==> config.mk <==
export PLATFORM = sky130hd
export DESIGN_NAME = spm_inverse_scan
export DESIGN_NICKNAME = d
export VERILOG_FILES = /design/src/rtl/spm_inverse_scan.sv
export SDC_FILE = /design/constraint.sdc
export NUM_CORES = 1
export LEC_CHECK = 0
export BUFFER_PORTS_ARGS = -buffer_cell sky130_fd_sc_hd__buf_4
export CORE_UTILIZATION = 45
export DETAILED_ROUTE_END_ITERATION = 6
export PLACE_DENSITY_LB_ADDON = 0.2
export SLEW_MARGIN = 10
export SYNTH_ARGS = -nofsm -noshare
export SYNTH_HDL_FRONTEND = slang
export SYNTH_SLANG_ARGS = --single-unit
export TNS_END_PERCENT = 100
==> constraint.sdc <==
create_clock -name clk -period 2.2 [get_ports clk]
set_clock_uncertainty 0.1 [all_clocks]
set_input_delay 0.44 -clock clk [delete_from_list [all_inputs] [get_ports clk]]
set_output_delay 0.44 -clock clk [all_outputs]
set_load 0.01 [all_outputs]
==> src/rtl/spm_inverse_scan.sv <==
// Inverse scan of a fixed 6-input function: streams every x with f(x) == target.
// Optional SPM_COUNT_EN adds a per-scan match counter on the match_count port.
module spm_inverse_scan (
  input  logic       clk,
  input  logic       rst,
  input  logic       req_valid,
  input  logic       req_target,
  output logic       req_ready,
  output logic       out_valid,
  input  logic       out_ready,
  output logic [5:0] out_x,
  output logic       done,
  output logic       busy
`ifdef SPM_COUNT_EN
  ,
  output logic [6:0] match_count
`endif
);

  typedef enum logic [1:0] {
    IDLE,
    SCAN,
    DONE
  } state_t;

  state_t     state;
  logic [5:0] idx;
  logic       target;
  logic       hit;
  logic       adv;
  logic       last;

  function automatic logic maj3(
    input logic p,
    input logic q,
    input logic r
  );
    return (p & q) | (p & r) | (q & r);
  endfunction

  function automatic logic f_eval(
    input logic [5:0] x
  );
    logic a;
    logic b;
    logic c;
    logic d;
    a = x[3] & x[4];
    b = ~x[0] & x[1] & ~x[2];
    c = maj3(x[4], ~x[5], b);
    d = x[3] | x[5];
    return maj3(~a, c, d);
  endfunction

  assign hit  = (f_eval(idx) == target);
  assign adv  = ~hit | out_ready;
  assign last = (idx == 6'd63);

  assign req_ready = (state == IDLE);
  assign busy      = (state != IDLE);
  assign done      = (state == DONE);
  assign out_valid = (state == SCAN) & hit;
  assign out_x     = (state == SCAN) ? idx : 6'd0;

  always_ff @(posedge clk) begin
    if (rst) begin
      state  <= IDLE;
      idx    <= 6'd0;
      target <= 1'b0;
    end else begin
      unique case (state)
        IDLE: begin
          if (req_valid) begin
            target <= req_target;
            idx    <= 6'd0;
            state  <= SCAN;
          end
        end
        SCAN: begin
          // last index resolves into DONE instead of wrapping
          if (adv) begin
            if (last) state <= DONE;
            else      idx   <= idx + 6'd1;
          end
        end
        DONE: begin
          idx   <= 6'd0;
          state <= IDLE;
        end
        default: state <= IDLE;
      endcase
    end
  end

`ifdef SPM_COUNT_EN
  logic [6:0] cnt;
  logic       beat;

  assign beat = out_valid & out_ready;

  always_ff @(posedge clk) begin
    if (rst) begin
      cnt         <= 7'd0;
      match_count <= 7'd0;
    end else begin
      if (req_valid & req_ready) cnt <= 7'd0;
      else if (beat)             cnt <= cnt + 7'd1;
      // the final beat may land in the same cycle as entry to DONE
      if ((state == SCAN) & adv & last)
        match_count <= cnt + {6'd0, beat};
    end
  end
`endif

endmodule

Word level (Yosys, flattened, before mapping). Index checks and enable logic that the tools add are counted.

Add/subtract/negate cells: 1. Equality and inequality tests: 8. Multiplexer cells: 9. Bitwise gates (word level): 21. Reductions and logical operators: 6.

Operators with widths (number): $mux 6 (4); $pmux 6 s3 (1); $and 1x1->1 (10); $ne 2x2->1 const B (4); $add 6x1->6 const B (1); $eq 6x6->1 const B (1); $mux 2 (3); $or 1x1->1 (6); $not 1->1 (5); $pmux 2 s2 (1); $reduce_and 4->1 (1); $reduce_and 3->1 (1); $reduce_bool 3->1 (1); $eq 2x1->1 const B (1); $eq 2x2->1 const B (1); $logic_not 2->1 (1); $reduce_and 2->1 (1); $reduce_bool 2->1 (1); $eq 1x1->1 (1).

Register bits: 9. Input port bits: 5. Output and inout bits: 10. Word-level logic and storage cells: 48.

Longest topological paths before layout.
Depth in word-level cells: 14. Mapped depth: 7. Depth with buffers taken out: 7.

Worst setup path after synthesis. No wires, ideal clock.

Path type: register to register. From: register idx[0]. To: register state[0]. Setup time: 103 ps. Data arrival time: 1928 ps. Data required time: 1997 ps. Setup slack: 69 ps. Stages on the path, launching flop included: 8. Path buffers: 0. Period minus slack after synthesis: 2131 ps. Cells stage by stage: dfxtp_1 inv_1 ha_1 nor2b_2 or4_4 a21oi_4 nor2_2 a2111oi_2.

Word-level cells in the longest chain between the ends: 14. Elaborated cells between the ends (all ways): 18. Classes of those cells: 4 x eq/ne; 13 x bitwise; 1 x reduce/logical.

RTL lines: start: declaration (RTL line 27) `logic [5:0] idx;`; start signal: assignment (RTL line 83) `else idx <= idx + 6'd1;`; $not 1->1 (RTL line 49) `b = ~x[0] & x[1] & ~x[2];`; $and 1x1->1 (2 in series) (RTL line 49); $and 1x1->1 (RTL line 38) `return (p & q) | (p & r) | (q & r);`; $or 1x1->1 (2 in series) (RTL line 38); $and 1x1->1 (RTL line 38); $or 1x1->1 (2 in series) (RTL line 38); $eq 1x1->1 (RTL line 55) `assign hit = (f_eval(idx) == target);`; $not 1->1 (RTL line 56) `assign adv = ~hit | out_ready;`; $or 1x1->1 (RTL line 56); $ne 2x2->1 (no line); $reduce_and 3->1 (no line) (*); end signal: assignment (RTL line 67) `state <= IDLE;`; end signal: assignment (RTL line 76) `state <= SCAN;`; end signal: assignment (RTL line 82) `if (last) state <= DONE;`; end: declaration (RTL line 26) `state_t state;`.

Every way passes the cells marked *; elsewhere a longest branch is shown, timed or not. A chain may end at the register's enable or synchronous reset.

Worst setup path in the final report.
From: register idx[4]. To: output out_valid.

Word-level cells in the longest chain between the ends: 8. Elaborated cells between the ends (all ways): 13. Classes of those cells: 1 x eq/ne; 12 x bitwise.

RTL lines: $and 1x1->1 (RTL line 38); $or 1x1->1 (2 in series) (RTL line 38); $and 1x1->1 (RTL line 38); $or 1x1->1 (RTL line 38); $or 1x1->1 (*) (RTL line 38); $eq 1x1->1 (*) (RTL line 55); $and 1x1->1 (*) (RTL line 62) `assign out_valid = (state == SCAN) & hit;`; end: declaration (RTL line 9) `output logic out_valid,`.

Marked as above.

==> summary.md <==
| Metric | Value |
|---|---|
| Status | `complete, but fails checks` |
| Violated checks | `setup timing` |
| Worst path required time | `1.66 ns` |
| Number of global-route vias before repair | `490` |
| Critical Path Sink | `out_valid` |
| H-Tree Depth | `1` |
| Fraction of registers with async set/reset | `0%` |
| Largest net degree at the start of global routing | `8` |
| Overall Power | `0.3754 mW` |
| DRT iter0 DRCs | `27` |
| #FFs+latches synth | `9` |
| Die Ht | `38.50 µm` |
| Max Slew Vio Count | `0` |
| Setup violators final | `1` |
| Cell taking the most area after synthesis | `dfxtp_1` |
| Final worst-path cycle share | `100.3%` |
| Commonest cells post-synth | `dfxtp_1, a21oi_1, nand2_1, nand3_1, nor2_1` |
| Row cnt | `12` |
| Placer congestion estimate | `0.8857` |
| Layout cells sized above 1 | `51.04%` |
| WL/cell | `13.53 µm` |
| Reg area | `186.4 µm²` |
| CP max-delay cell | `or4_4` |
| Most frequent cell after synthesis | `dfxtp_1` |
| Synth Area per Inst | `8.686 µm²` |
| Slew margin rel. | `80.47%` |
| Peak supply drop | `0.3036 mV` |
| Remaining global-route overflow | `0` |
| Top FF cell, synth | `dfxtp_1` |
| IO Pins | `15` |
| Final Non-Filler Cells | `110` |
| Critical Path AT | `1.67 ns` |
| Worst-Margin Slew | `0.2916 ns` |
| Port Buffers | `14` |
| Crit Reg-Reg Startpoint | `idx[0]$_SDFFE_PP0P_` |
| Maximum capacitance violations | `0` |
| Leakage Power | `0.3553 nW` |
| Multi-input logic area | `422.9 µm²` |
| DP Worst Slack | `0.08887 ns` |
| Clock slew at reported path FFs | `0.07 ns` |
| Cell depth of the worst setup path | `4` |
| Clock latency on the worst-skew pair | `0.28 ns` |
| Cells along the critical path | `o21ba_2 > or4_4 > a21oi_2 > buf_4` |
| Clock Root Buffer | `clkbuf_4` |
| R2R Setup Slk | `0.18 ns` |
| Nets | `104` |
| Ys Warns | `0` |
| Tightest Hold Check Type | `in -> reg` |
| Distinct cell type count after synthesis | `33` |
| Top cells by area, synth | `dfxtp_1, a21oi_1, and2_1, ha_1, nand3_1` |
| Detail Route Antenna Nets | `0` |
| DPL Wire Length | `1127 µm` |
| Post-synthesis net count | `76` |
| Fill count | `89` |
| Seq/Total Area, Yosys | `30.06%` |
| Area grow syn2layout | `39.25%` |
| Hold Violations, Final | `0` |
| Placed insts | `105` |
| CTS Buf Count | `3` |
| Maximum clock rate | `453.3 MHz` |
| Die area | `1482 µm²` |
| DIE WIDTH | `38.50 µm` |
| Worst r2r path cells | `8` |
| DRC Markers | `0` |
| Worst Path Max Fanout | `6` |
| N_diodes | `0` |
| Antenna violations before repair | `0` |
| Synthesized area | `599.3 µm²` |
| R2R Path End | `idx[3]$_SDFFE_PP0P_` |
| Starting density of the core | `51.18%` |
| Final min period | `2.206 ns` |
| Routed vias | `604` |
| First drt pass iteration count | `4` |
| Routed wire length | `1488 µm` |
| Crit end category | `output pin` |
| Final worst slack | `-0.005869 ns` |
| Critical path type | `reg -> out` |
| Synth top area share | `30.06%` |
| Post-synthesis instance total | `69` |
| PwrDens | `449.8 nW/µm²` |
| CP bufs+invs | `1` |
| Post-synth EDFFs | `0` |
| CTS Buffer Depth | `2` |
| CTS tree | `yes` |
| GRT Total Usage | `23.83%` |
| Crit path max-delay family | `simple AND/OR/NAND/NOR gates` |
| Vias per std cell | `5.491` |
| Core box area | `1171 µm²` |
| First-pass GRT wire length | `2325 µm` |
| Crit-path max cell delay | `0.52 ns` |
| Critical Path Start | `idx[4]$_SDFFE_PP0P_` |
| RSZ-0062 raised after global routing | `yes` |
| Critical Path Start Type | `flop` |
| Setup TNS | `-0.005869 ns` |
| Clock sinks | `9` |
## logic make-up (layout without fill, tap and decap cells)
group,Yosys count,after routing,share of synthesized area (%)
mux,2,2,3.340
buf+inv,2,29,1.253
flops,9,9,30.06
simple gates,36,36,34.87
compound gates,18,18,26.30
fa+ha+maj,2,2,4.175
## area by class of cell
type | instances | area share (%)
clock inverters | 1 | 0.5997
well taps | 14 | 2.099
inverters | 2 | 0.8996
flip-flops and latches | 9 | 22.34
clock buffers | 3 | 2.699
multi-input cells | 58 | 50.67
repair buffers | 23 | 20.69
## worst min path at each step
stage                               start                     to  slack (ns)  cells past startpoint
CTS                                   rst    idx[1]$_SDFFE_PP0P_        0.27                      2
finish                                rst    idx[1]$_SDFFE_PP0P_        0.27                      2
global route                          rst    idx[1]$_SDFFE_PP0P_        0.27                      2
detailed placement  state[1]$_SDFFE_PP0P_  state[0]$_SDFFE_PP0P_        0.41                      1
global placement    state[1]$_SDFFE_PP0P_  state[0]$_SDFFE_PP0P_        0.40                      1
floorplan           state[1]$_SDFFE_PP0P_  state[0]$_SDFFE_PP0P_        0.37                      1
## where the power goes
part	internal [mW]	total, mW	switching [mW]
Clock	0.0676	0.136	0.0683
Sequential	0.166	0.171	0.00442
Combinational	0.0337	0.0687	0.0350
Total	0.268	0.375	0.108
## metal layers
metal	vias up	wire [µm]	part of all wire (%)	global-route usage, %
li1	313	-	-	-
met1	266	705	47	32.86
met2	20	657	44	33.75
met3	5	102	6.9	6.977
met4	0	23	1.5	10.34
met5	-	0	0	0
## state kept, by name, indices dropped and copies added, names as in the netlist
name	flops
idx	6
state	2
target	1
## worst register-to-register path: cells and delay by family, from the launching register on
family                   cells  cell delay, ns
buffers and inverters        2            0.19
flip-flops                   1            0.33
adder cells (fa/ha/maj)      1            0.16
AND/OR/NAND/NOR              2            0.59
AO/OA/AOI/OAI                3            0.59
## layout by cell type, fill, tap and decap left out, types with 2 or more instances in the layout
cell      count
buf_4        23
nor2_1        5
nand3_1       5
nand2_1       5
dfxtp_2       5
and2_1        4
a21oi_1       4
dfxtp_1       4
nor2b_1       3
nand2b_1      3
clkbuf_4      3
or4_2         2
o31ai_1       2
mux2i_1       2
## repair_timing
| action | CTS | global route |
|---|---|---|
| endpoints found under the hold margin | 0 | 0 |
| pin swaps | 2 | 2 |
| endpoints found under the setup margin | 1 | 2 |
| hold buffers | 0 | 0 |
| cloned | 0 | 0 |
| setup buffers | 1 | 0 |
| resized for setup | 6 | 3 |
## metrics by stage
| stage | hold slack (ns) | instance area [µm²] | utilization (%) |
|---|---|---|---|
| after global routing | 0.2655 | 834.6 | 71.26 |
| after CTS | 0.2664 | 830.8 | 70.94 |
| after detailed placement | 0.4075 | 782.0 | 66.77 |
| after global placement | 0.3974 | 782.0 | 66.77 |
| after floorplan | 0.3666 | 599.3 | - |
| final | 0.2676 | 834.6 | 71.26 |
(Power assumes the default switching activity.)
